--- src/rtl/key_debounce_bank.sv ---
// key_debounce_bank: N-channel key synchroniser/debouncer with press, release, long-press and repeat events.
// Optional build macro KEY_REPEAT_EN enables auto-repeat; without it KEY_REPEAT is tied to 0.
module key_debounce_bank #(
  parameter int N_KEYS     = 4,
  parameter bit ACTIVE_LOW = 1'b1,
  parameter int FILT_CNT   = 16,
  parameter int LONG_CNT   = 1000,
  parameter int REPEAT_CNT = 200
) (
  input  logic              CLK,
  input  logic              RST,
  input  logic              TICK,
  input  logic [N_KEYS-1:0] KEY_IN,
  output logic [N_KEYS-1:0] KEY_DOWN,
  output logic [N_KEYS-1:0] KEY_PRESS,
  output logic [N_KEYS-1:0] KEY_RELEASE,
  output logic [N_KEYS-1:0] KEY_LONG,
  output logic [N_KEYS-1:0] KEY_REPEAT
);

  localparam int FC_W = $clog2(FILT_CNT + 1);
`ifdef KEY_REPEAT_EN
  localparam int HC_MAX = (LONG_CNT > REPEAT_CNT) ? LONG_CNT : REPEAT_CNT;
`else
  localparam int HC_MAX = LONG_CNT;
`endif
  localparam int HC_W = $clog2(HC_MAX + 1);

  localparam logic [FC_W-1:0] FC_LAST   = FC_W'(FILT_CNT - 1);
  localparam logic [HC_W-1:0] LONG_LAST = HC_W'(LONG_CNT - 1);
`ifdef KEY_REPEAT_EN
  localparam logic [HC_W-1:0] REP_LAST  = HC_W'(REPEAT_CNT - 1);
`else
  localparam logic [HC_W-1:0] LONG_SAT  = HC_W'(LONG_CNT);
`endif

  typedef enum logic [1:0] {UP, FILT_DN, DOWN, FILT_UP} state_t;

  for (genvar i = 0; i < N_KEYS; i++) begin : g_ch
    logic            sync1, sync2, p;
    state_t          state, state_n;
    logic [FC_W-1:0] fc, fc_n;
    logic [HC_W-1:0] hc, hc_n;
    logic            long_flag, long_flag_n;
    logic            down_q, press_q, release_q, long_q;
    logic            down_n, press_n, release_n, long_n;
`ifdef KEY_REPEAT_EN
    logic            repeat_q, repeat_n;
`endif

    assign p = ACTIVE_LOW ? ~sync2 : sync2;

    // Synchroniser flops start at the released pin level so reset never looks like a press.
    always_ff @(posedge CLK or posedge RST) begin
      if (RST) begin
        sync1     <= ACTIVE_LOW;
        sync2     <= ACTIVE_LOW;
        state     <= UP;
        fc        <= '0;
        hc        <= '0;
        long_flag <= 1'b0;
        down_q    <= 1'b0;
        press_q   <= 1'b0;
        release_q <= 1'b0;
        long_q    <= 1'b0;
`ifdef KEY_REPEAT_EN
        repeat_q  <= 1'b0;
`endif
      end else begin
        sync1     <= KEY_IN[i];
        sync2     <= sync1;
        state     <= state_n;
        fc        <= fc_n;
        hc        <= hc_n;
        long_flag <= long_flag_n;
        down_q    <= down_n;
        press_q   <= press_n;
        release_q <= release_n;
        long_q    <= long_n;
`ifdef KEY_REPEAT_EN
        repeat_q  <= repeat_n;
`endif
      end
    end

    always_comb begin
      state_n     = state;
      fc_n        = fc;
      hc_n        = hc;
      long_flag_n = long_flag;
      press_n     = 1'b0;
      release_n   = 1'b0;
      long_n      = 1'b0;
`ifdef KEY_REPEAT_EN
      repeat_n    = 1'b0;
`endif
      case (state)
        UP: begin
          if (p) begin
            state_n = FILT_DN;
            fc_n    = '0;
          end
        end
        FILT_DN: begin
          if (!p) begin
            state_n = UP;
            fc_n    = '0;
          end else if (TICK) begin
            if (fc == FC_LAST) begin
              state_n     = DOWN;
              fc_n        = '0;
              hc_n        = '0;
              long_flag_n = 1'b0;
              press_n     = 1'b1;
            end else begin
              fc_n = fc + 1'b1;
            end
          end
        end
        DOWN: begin
          if (!p) begin
            state_n = FILT_UP;
            fc_n    = '0;
          end else if (TICK) begin
`ifdef KEY_REPEAT_EN
            // hc is reused: first it times the long press, then each repeat interval.
            if (!long_flag) begin
              if (hc == LONG_LAST) begin
                long_n      = 1'b1;
                long_flag_n = 1'b1;
                hc_n        = '0;
              end else begin
                hc_n = hc + 1'b1;
              end
            end else if (hc == REP_LAST) begin
              repeat_n = 1'b1;
              hc_n     = '0;
            end else begin
              hc_n = hc + 1'b1;
            end
`else
            if (hc != LONG_SAT) begin
              hc_n = hc + 1'b1;
              if (hc == LONG_LAST && !long_flag) begin
                long_n      = 1'b1;
                long_flag_n = 1'b1;
              end
            end
`endif
          end
        end
        FILT_UP: begin
          if (p) begin
            state_n = DOWN;
            fc_n    = '0;
          end else if (TICK) begin
            if (fc == FC_LAST) begin
              state_n     = UP;
              fc_n        = '0;
              hc_n        = '0;
              long_flag_n = 1'b0;
              release_n   = 1'b1;
            end else begin
              fc_n = fc + 1'b1;
            end
          end
        end
        default: begin
          state_n     = UP;
          fc_n        = '0;
          hc_n        = '0;
          long_flag_n = 1'b0;
        end
      endcase
      down_n = (state_n == DOWN) || (state_n == FILT_UP);
    end

    assign KEY_DOWN[i]    = down_q;
    assign KEY_PRESS[i]   = press_q;
    assign KEY_RELEASE[i] = release_q;
    assign KEY_LONG[i]    = long_q;
`ifdef KEY_REPEAT_EN
    assign KEY_REPEAT[i]  = repeat_q;
`else
    assign KEY_REPEAT[i]  = 1'b0;
`endif
  end

endmodule

--- config.mk ---
export PLATFORM = sky130hd
export DESIGN_NAME = key_debounce_bank
export DESIGN_NICKNAME = d
export VERILOG_FILES = /design/src/rtl/key_debounce_bank.sv
export SDC_FILE = /design/constraint.sdc
export NUM_CORES = 1
export LEC_CHECK = 0
export BUFFER_PORTS_ARGS = -buffer_cell sky130_fd_sc_hd__buf_4
export CORE_ASPECT_RATIO = 0.9
export CORE_MARGIN = 10
export CORE_UTILIZATION = 40
export CTS_CLUSTER_DIAMETER = 60
export DETAILED_ROUTE_END_ITERATION = 6
export SLEW_MARGIN = 15
export SYNTH_ARGS = -nofsm -noshare
export SYNTH_HDL_FRONTEND = slang
export SYNTH_SLANG_ARGS = --single-unit
--- constraint.sdc ---
create_clock -name CLK -period 2.7 [get_ports CLK]
set_input_delay 0.54 -clock CLK [delete_from_list [all_inputs] [get_ports CLK]]
set_output_delay 0.54 -clock CLK [all_outputs]
set_load 0.005 [all_outputs]
# Word-level counts from Yosys, hierarchy flattened
# Cells that the tools add are included.
[totals] register_bits=96 in_bits=7 elab_cells=320
[classes] addsub=8 n_eq_ne=64 mux=176 reduce_logical=32
[op_table] cell="2-to-1 mux 10 bit" n=28
[op_table] cell="2-to-1 mux 5 bit" n=24
[op_table] cell="case mux 10 bit (3 select lines)" n=4
[op_table] cell="case mux 5 bit (4 select lines)" n=4
[op_table] cell="2-to-1 mux 1 bit" n=76
[op_table] cell="2-to-1 mux 2 bit" n=32
[op_table] cell="!= test 2 bit, second input constant" n=32
[op_table] cell="adder 10 x 1 -> 10 bit, second input constant" n=4
[op_table] cell="equality test 10 bit, second input constant" n=4
[op_table] cell="!= test 10 bit, second input constant" n=4
[op_table] cell="equality test 2 bit, second input constant" n=16
[op_table] cell="case mux 2 bit (4 select lines)" n=4
[op_table] cell="AND reduction 7 bit" n=4
[op_table] cell="AND reduction 6 bit" n=4
[op_table] cell="adder 5 x 1 -> 5 bit, second input constant" n=4
[op_table] cell="equality test 5 x 4 -> 1 bit, second input constant" n=4
[op_table] cell="case mux 1 bit (3 select lines)" n=4
[op_table] cell="nonzero test 3 bit" n=4
[op_table] cell="equality test 2 x 1 -> 1 bit, second input constant" n=4
[op_table] cell="zero test 2 bit" n=4
[op_table] cell="AND reduction 2 bit" n=4
[op_table] cell="logical AND 1 bit" n=4
[op_table] cell="zero test 1 bit" n=4
[op_table] cell="logical OR 1 bit" n=4

# Longest topological paths before layout
# Gate-level depths: netlist of run 1.
[logic_depth] depth_word=7 mapped_depth=9 depth_no_buf=7

# Least setup slack after synthesis of run 1
# OpenSTA, ideal clock, no wires.
[synth_timing] kind="input to register" startpoint="input TICK" endpoint="register g_ch[0].hc[2]" setup_time_ps=78 arrival_time_ps=1818 path_slack_ps=805 cell_stages=6 path_cell_list="buf_6 inv_2 o311a_4 a21o_1 or3b_1 a21oi_1"
[synth_via] elab_chain_cells=3
[synth_rtl] item="from (decl)" line_no="12" rtl="input logic TICK,"
[synth_rtl] item="2-to-1 mux 10 bit"
[synth_rtl] item="2-to-1 mux 10 bit (on tied branches)"
[synth_rtl] item="case mux 10 bit (3 select lines)"
[synth_rtl] item="to (signal assigned)" line_no="74" rtl="hc <= hc_n;"
[synth_rtl] item="to (decl)" line_no="43" rtl="logic [HC_W-1:0] hc, hc_n;"
# Several ways; a longest one is shown, not always the timed one. The select of a mux whose other input is x is not followed.
# A chain may end at the register's enable or synchronous reset.

# Worst setup path in the final report of run 1
[layout_timing] startpoint="register g_ch[0].fc[0]" endpoint="register g_ch[0].hc[2]"
[layout_via] elab_chain_cells=5
[layout_rtl] item="from (decl)" line_no="42" rtl="logic [FC_W-1:0] fc, fc_n;"
[layout_rtl] item="from (signal assigned)" line_no="73" rtl="fc <= fc_n;"
[layout_rtl] item="equality test 5 x 4 -> 1 bit *" line_no="109, 157"
[layout_rtl] item="2-to-1 mux 10 bit * (2 in a row)"
[layout_rtl] item="2-to-1 mux 10 bit (on tied branches)"
[layout_rtl] item="case mux 10 bit (3 select lines) *"
# Mark *: on every way between the ends. The rest lies on a longest branch, timed or not. The select of a mux whose other input is x is not followed.

==> flow_summary.json, run 1 <==
{
  "outcome": "finished, final reports clean",
  "grt_max_degree": 41,
  "power.share.clock_pct": 46.4,
  "drv_cap": 0,
  "cp_num_cells": 6,
  "cts_buffers": 9,
  "worstSetupEndpointType": "register",
  "cts.htree.levels": 3,
  "grt_pass1_wl_mm": 15.9,
  "setup.worst_path.class": "register to register",
  "rsz0062_at_grt": "false",
  "yosysSeqAreaShare_pct": 47.3,
  "grt_overflow": 0,
  "synth_warnings": 0,
  "nFillCells": 1192,
  "syn_area_per_cell_sq_um": 9.77,
  "die_area_sq_um": 17200,
  "p_int_mw": 2.23,
  "yosysTopAreaCell": "dfrtp_1",
  "fin_crit_sh_pct": 78.3,
  "reg2reg_from": "g_ch[0].fc[0]",
  "swShare_pct": 22.8,
  "tightest_slew_ns": 0.668,
  "fp.dieW_um": 137,
  "drt.antenna.violating_nets": 0,
  "yosysMostFrequentCell": "dfrtp_1",
  "synthFlopType": "dfrtp_1",
  "ctsResizeCount": 0,
  "chipHeight_um": 125,
  "cp_max_fo": 12,
  "syn_to_final_growth_pct": 10.1,
  "grt_pass1_vias": 3385,
  "hold_path_class": "input port to asynchronous set/reset pin",
  "cts_setup_buffers": 0,
  "rr_worst_depth": 6,
  "ir_drop_v": 0.000318,
  "required_ns": 2.98,
  "dpl.hpwl_mm": 6.40,
  "p_seq_share_pct": 49.7,
  "syn_inst": 506,
  "ctsHoldBuffers": 0,
  "skew_ns": 0.00541,
  "r2r_setup_slack_ns": 0.59,
  "layout.area.seq_sq_um": 2340,
  "grt_usage_pct": 11.2,
  "drtIter0Drc": 253,
  "setup_viol": 0,
  "ios": 27,
  "report.final.slew_viol_count": 0,
  "numPortBuffers": 22,
  "antenna_found_initial": 0,
  "ys_types": 64,
  "dr_total_vias": 3542,
  "clkTransAtPathRegs_ns": 0.07,
  "viasPerCell": 5.26,
  "path_buf_inv": 0,
  "relSlewSlack_pct": 54.8,
  "post_drt_wl_per_cell_um": 13.6,
  "fin_crit_ns": 2.11,
  "dp_cells": 658,
  "fin_area_sq_um": 5440,
  "cts_buffer_depth": 2,
  "path_cells": "ha_1 -> nand4_4 -> or3b_4 -> a21o_1 -> or3b_1 -> a21oi_1",
  "syn_area_sq_um": 4940,
  "cts.sinks": 93,
  "cp-startpoint": "g_ch[0].fc[0]",
  "regToRegEndpoint": "g_ch[0].hc[2]",
  "power_leakage_nw": 2.26,
  "dr.pass1.iters": 4,
  "multi_input_area_sq_um": 2290,
  "slowest_stage": "or3b_4",
  "nets": 528,
  "powerDensity_nw_per_um2": 532,
  "comb_power_share_pct": 3.9,
  "drc": 0,
  "drt_wl_total_mm": 9.16,
  "synth.top_cells.by_area": "dfrtp_1 43%, dfstp_2 4.3%, xnor2_1 3.7%",
  "placed_area_sq_um": 5120,
  "place.gp.congestion": 0.821,
  "synthTopCellsByCount": "85 x dfrtp_1, 47 x nand2_1, 40 x nor2_1",
  "postSynthRegisterBits": 93,
  "cts_tree": "yes",
  "start_util_pct": 40.9,
  "drive_gt1_share_pct": 12.8,
  "ctsRootBufferMaster": "clkbuf_16",
  "synth_edf_count": 0,
  "num_rows": 38,
  "cp_slowest_stage_delay_ns": 0.50,
  "core-area_sq_um": 12100,
  "diodes": 0,
  "hold_violations": 0,
  "tns_ns": 0,
  "timing.fmax_ghz": 0.473,
  "critPathTopFamily": "simple AND/OR/NAND/NOR gates",
  "switchingPower_uw": 661,
  "insertion_delay_ns": 0.35,
  "worst_setup_path_start_kind": "register",
  "cp-endpoint": "g_ch[0].hc[2]",
  "layoutNonFillerInstCount": 674,
  "worstPathArrival_ns": 2.39,
  "synthArstFlopShare_pct": 100,
  "synth_top_area_share_pct": 43.0
}
-- sequential cells by signal, indices dropped and copies added, names as in the netlist --
signal and count:
g_ch.down_q 4, g_ch.fc 20, g_ch.hc 40, g_ch.long_flag 4, g_ch.long_q 4, g_ch.press_q 4
g_ch.release_q 4, g_ch.state 5, g_ch.sync1 4, g_ch.sync2 4
-- worst min path at each step --
stage               slack [ns]                end  depth (start not counted)
floorplan                 0.35      g_ch[0].sync2                          0
global placement          0.35      g_ch[3].sync2                          0
detailed placement        0.35      g_ch[2].sync2                          0
CTS                       0.27      g_ch[3].sync1                          1
global route              0.27      g_ch[0].sync1                          1
finish                    0.29  g_ch[0].release_q                          2
-- layer usage --
layer  wire [um]  global-route usage [%]
met3         423                    4.28
met2        4250                    16.7
met1        4350                    14.5
met4         128                    3.84
met5           0                       0
-- cells in the final DEF, fill, tap and decap left out, drive strengths merged, types with 6 or more instances in the layout --
| cell type | Yosys | routed |
|---|---|---|
| nor2 | 40 | 40 |
| nand3 | 18 | 18 |
| and3 | 9 | 9 |
| o21ai | 28 | 28 |
| nand2 | 47 | 47 |
| and2 | 10 | 10 |
| a21o | 6 | 6 |
| dfstp | 8 | 8 |
| clkbuf | 8 | 11 |
| o31ai | 7 | 7 |
| nor3 | 15 | 15 |
| or3 | 12 | 12 |
| nand4 | 14 | 14 |
| a32o | 6 | 6 |
| buf | 30 | 27 |
| nand2b | 7 | 7 |
| inv | 21 | 22 |
| nor2b | 6 | 6 |
| dfrtp | 85 | 85 |
| xnor2 | 21 | 21 |
| ha | 12 | 12 |
| a21oi | 26 | 26 |
-- power groups by stage --
stage / clock [mW] / sequential, mW / combinational [mW]
floorplan: 0 / 1.45 / 0.0973
global placement: 0 / 1.46 / 0.112
detailed placement: 0 / 1.46 / 0.116
CTS: 1.40 / 1.44 / 0.115
global route: 1.44 / 1.44 / 0.130
finish: 1.34 / 1.44 / 0.112
-- stage by stage --
stage	hold slack (ns)	worst slack, ns	power [mW]	utilization, %
finish	0.289	0.586	2.89	45.0
global route	0.273	0.435	3.01	45.0
CTS	0.274	0.574	2.95	45.0
detailed placement	0.347	0.421	1.58	42.4
global placement	0.347	0.441	1.58	42.4
floorplan	0.345	0.805	1.55	-
-- cells by family (layout without fill, tap and decap cells) --
kind of cell | count (synthesis) | after routing | share of synthesized area (%)
flops | 93 | 93 | 47.3
simple gates | 210 | 210 | 22.9
other cells | 1 | 4 | 0.0759
buf+inv | 59 | 64 | 6.68
xor+xnor | 22 | 22 | 3.90
compound gates | 108 | 108 | 15.8
mux | 1 | 1 | 0.228
fa+ha+maj | 12 | 12 | 3.04
-- cell type report --
cell class / count / share of cell area, %
Clock inverter: 5 / 1.22
Inverter: 21 / 1.52
Multi-Input combinational cell: 357 / 42.0
Sequential cell: 93 / 43.0
Clock buffer: 11 / 4.65
Tap cell: 160 / 3.68
Timing Repair Buffer: 27 / 3.96
Power figures use the tool's default switching activity.
==> inputs of run 2 (changes only) <==
--- a/config.mk
+++ b/config.mk
@@ -5,6 +5,7 @@
 export SDC_FILE = /design/constraint.sdc
 export NUM_CORES = 1
 export LEC_CHECK = 0
+export ABC_AREA = 1
 export BUFFER_PORTS_ARGS = -buffer_cell sky130_fd_sc_hd__buf_4
 export CORE_ASPECT_RATIO = 0.9
 export CORE_MARGIN = 10
==> constraint.sdc (replaced) <==
create_clock -name CLK -period 2.2 [get_ports CLK]
set_input_delay 0.44 -clock CLK [delete_from_list [all_inputs] [get_ports CLK]]
set_output_delay 0.44 -clock CLK [all_outputs]
set_load 0.005 [all_outputs]
==> run 2 against run 1 <==
  * Final area increased by 4.7%
  * Worst hold slack got worse by 0.089 ns
  * Utilization decreased by 0.31 points
  * Maximum frequency increased by 15%
  * Sequential share of layout area fell by 1.9 points
  * Global-route usage barely moved
  * Critical path depth increased by 3
  * Clock-buffer cell count stayed put
  * Flip-flop and latch count is the same
  * Critical path type unchanged
  * Total power up 21%
  * Sequential power rose by 22%
  * Via count rose by 15%
==> flow_summary.json, run 2 <==
{
  "outcome": "finished, final reports clean",
  "hold_path_class": "input port to register",
  "syn_area_sq_um": 5200,
  "report.final.slew_viol_count": 0,
  "synthTopCellsByCount": "203 x nand2_1, 93 x inv_1, 85 x dfrtp_1",
  "regToRegEndpoint": "g_ch[0].hc[9]",
  "yosysSeqAreaShare_pct": 44.9,
  "core-area_sq_um": 12700,
  "setup.worst_path.class": "register to register",
  "nFillCells": 1266,
  "worst_hold_slack_ns": 0.199,
  "grt_pass1_vias": 3807,
  "viasPerCell": 4.71,
  "drt.antenna.violating_nets": 0,
  "cts_tree": "yes",
  "cp_num_cells": 9,
  "powerDensity_nw_per_um2": 615,
  "start_util_pct": 40.8,
  "layout.area.seq_sq_um": 2340,
  "post-route-util_pct": 44.7,
  "die_area_sq_um": 18000,
  "worstSetupEndpointType": "register",
  "worst_setup_path_start_kind": "register",
  "critPathTopFamily": "simple AND/OR/NAND/NOR gates",
  "tns_ns": 0,
  "dr_total_vias": 4083,
  "syn_inst": 690,
  "final_common_cell": "nand2_1",
  "ctsHoldBuffers": 0,
  "cts_buffers": 9,
  "synth_edf_count": 0,
  "fin_crit_sh_pct": 83.3,
  "num_rows": 39,
  "place.gp.congestion": 0.798,
  "drt_wl_total_mm": 9.71,
  "synthArstFlopShare_pct": 100,
  "rr_worst_depth": 9,
  "dpl.hpwl_mm": 6.87,
  "yosysTopAreaCell": "dfrtp_1",
  "cp-endpoint": "g_ch[0].hc[9]",
  "drtIter0Drc": 310,
  "fin_area_sq_um": 5700,
  "clkTransAtPathRegs_ns": 0.06,
  "cp-startpoint": "g_ch[0].sync2",
  "ys_types": 35,
  "cp_max_fo": 20,
  "insertion_delay_ns": 0.34,
  "total_power_mw": 3.50,
  "reg2reg_from": "g_ch[0].sync2",
  "diodes": 0,
  "skew_ns": 0.00661,
  "r2r_setup_slack_ns": 0.37,
  "path_buf_inv": 2,
  "power_leakage_nw": 2.73,
  "synth_warnings": 0,
  "grt_overflow": 0,
  "tightest_slew_ns": 0.572,
  "grt_pass1_wl_mm": 17.4,
  "hold_violations": 0,
  "synthFlopType": "dfrtp_1",
  "required_ns": 2.40,
  "largest-register": "g_ch.hc",
  "fp.dieW_um": 140,
  "placed_area_sq_um": 5390,
  "mostFrequentLayoutCells": "203 x nand2_1, 92 x inv_1, 85 x dfrtp_1, 74 x nor2_1, 52 x nand3_1",
  "worstPathArrival_ns": 2.03,
  "syn_area_per_cell_sq_um": 7.54,
  "cts_setup_buffers": 0,
  "postSynthRegisterBits": 93,
  "cpMostUsedCell": "nand2_1",
  "cts_buffer_depth": 2,
  "drive_gt1_share_pct": 10.3,
  "numPortBuffers": 22,
  "drc": 0,
  "antenna_found_initial": 0,
  "grt_usage_pct": 11.2,
  "synth_top_area_share_pct": 40.9,
  "post_drt_wl_per_cell_um": 11.2,
  "largestRegisters": "g_ch.hc: 40 flops, g_ch.fc: 20 flops, g_ch.state: 5 flops",
  "timing.fmax_ghz": 0.546,
  "slowest_stage": "dfstp_2",
  "ctsResizeCount": 0,
  "chipHeight_um": 128,
  "largest_reg_flops": 40,
  "cts.sinks": 93,
  "ios": 27,
  "grt_max_degree": 94,
  "setup_viol": 0,
  "dr.pass1.iters": 4,
  "syn_to_final_growth_pct": 9.55,
  "cp_slowest_stage_delay_ns": 0.54,
  "multi_input_area_sq_um": 2270,
  "rsz0062_at_grt": "false",
  "synth.top_cells.by_area": "dfrtp_1 41%, nand2_1 15%, inv_1 6.7%",
  "fin_crit_ns": 1.83,
  "cts.htree.levels": 3,
  "path_cells": "inv_1 -> nand2_1 -> nand2_1 -> nand2_2 -> nand2_1 -> nand2_1 -> inv_1 -> nand2_1 -> o21ai_0",
  "ctsRootBufferMaster": "clkbuf_16",
  "drv_cap": 0,
  "nets": 717,
  "relSlewSlack_pct": 61.8,
  "yosysMostFrequentCell": "nand2_1",
  "ir_drop_v": 0.000369
}
-- run 2: cell count changes in the layout (fill, tap and decap cells not counted), sizes merged, moves of 7 or more --
cell	before	now
a21oi	26	11
and2	10	0
and3	9	1
inv	22	98
nand2	47	204
nand2b	7	0
nand3	18	56
nor2	40	80
o21ai	28	47
or3	12	0
xnor2	21	3
xor2	1	11
-- run 2: power by group --
| group | internal, mW | switching [mW] | leakage, nW |
|---|---|---|---|
| clock network | 0.990 | 0.630 | 0.150 |
| logic | 0.0359 | 0.0937 | 1.35 |
| registers | 1.74 | 0.0176 | 1.24 |
-- run 2: how the worst min path moves through the flow --
stage | from | endpoint | slack (ns) | cells past startpoint
2_1_floorplan | g_ch[0].sync1 | g_ch[0].sync2 | 0.35 | 0
3_3_place_gp | g_ch[3].sync1 | g_ch[3].sync2 | 0.35 | 0
3_5_place_dp | g_ch[1].sync1 | g_ch[1].sync2 | 0.35 | 0
4_1_cts | KEY_IN[1] | g_ch[1].sync1 | 0.18 | 1
5_1_grt | KEY_IN[0] | g_ch[0].sync1 | 0.18 | 1
6_report | KEY_IN[1] | g_ch[1].sync1 | 0.20 | 1
-- run 2: cells by family (layout without fill, tap and decap cells) --
logic type | Yosys count | in the layout | synth area share, %
simple gates | 372 | 372 | 30.8
compound gates | 68 | 68 | 7.41
flops | 93 | 93 | 44.9
xor+xnor | 14 | 14 | 2.36
other cells | 1 | 4 | 0.0721
fa+ha+maj | 12 | 12 | 2.89
buf+inv | 130 | 139 | 11.6
-- run 2: per-stage QoR --
stage	setup slack, ns	std cells
after detailed placement	0.363	851
after global placement	0.416	851
after CTS	0.401	866
after global routing	0.132	866
final	0.367	866
after floorplan	0.675	693
-- run 2: final cells by class --
type	instances	area share, %
sequential	93	41.0
multi-input combinational	470	39.9
inverter	99	6.59
clock buffer	11	4.08
tap	164	3.60
timing repair buffer	25	3.51
clock inverter	4	1.30
-- run 2: routing by layer --
| layer | global-route usage [%] | share of wire, % |
|---|---|---|
| met5 | 0 | 0 |
| met4 | 3.82 | 1.4 |
| met3 | 3.52 | 4.3 |
| met2 | 17.1 | 43 |
| met1 | 14.7 | 51 |
-- run 2: worst reg2reg max path, stage by stage, from the launching register on --
cell and delay [ns]:
dfstp_2 0.54, inv_1 0.05, nand2_1 0.10, nand2_1 0.11, nand2_2 0.10, nand2_1 0.05
nand2_1 0.08, inv_1 0.05, nand2_1 0.42, o21ai_0 0.18
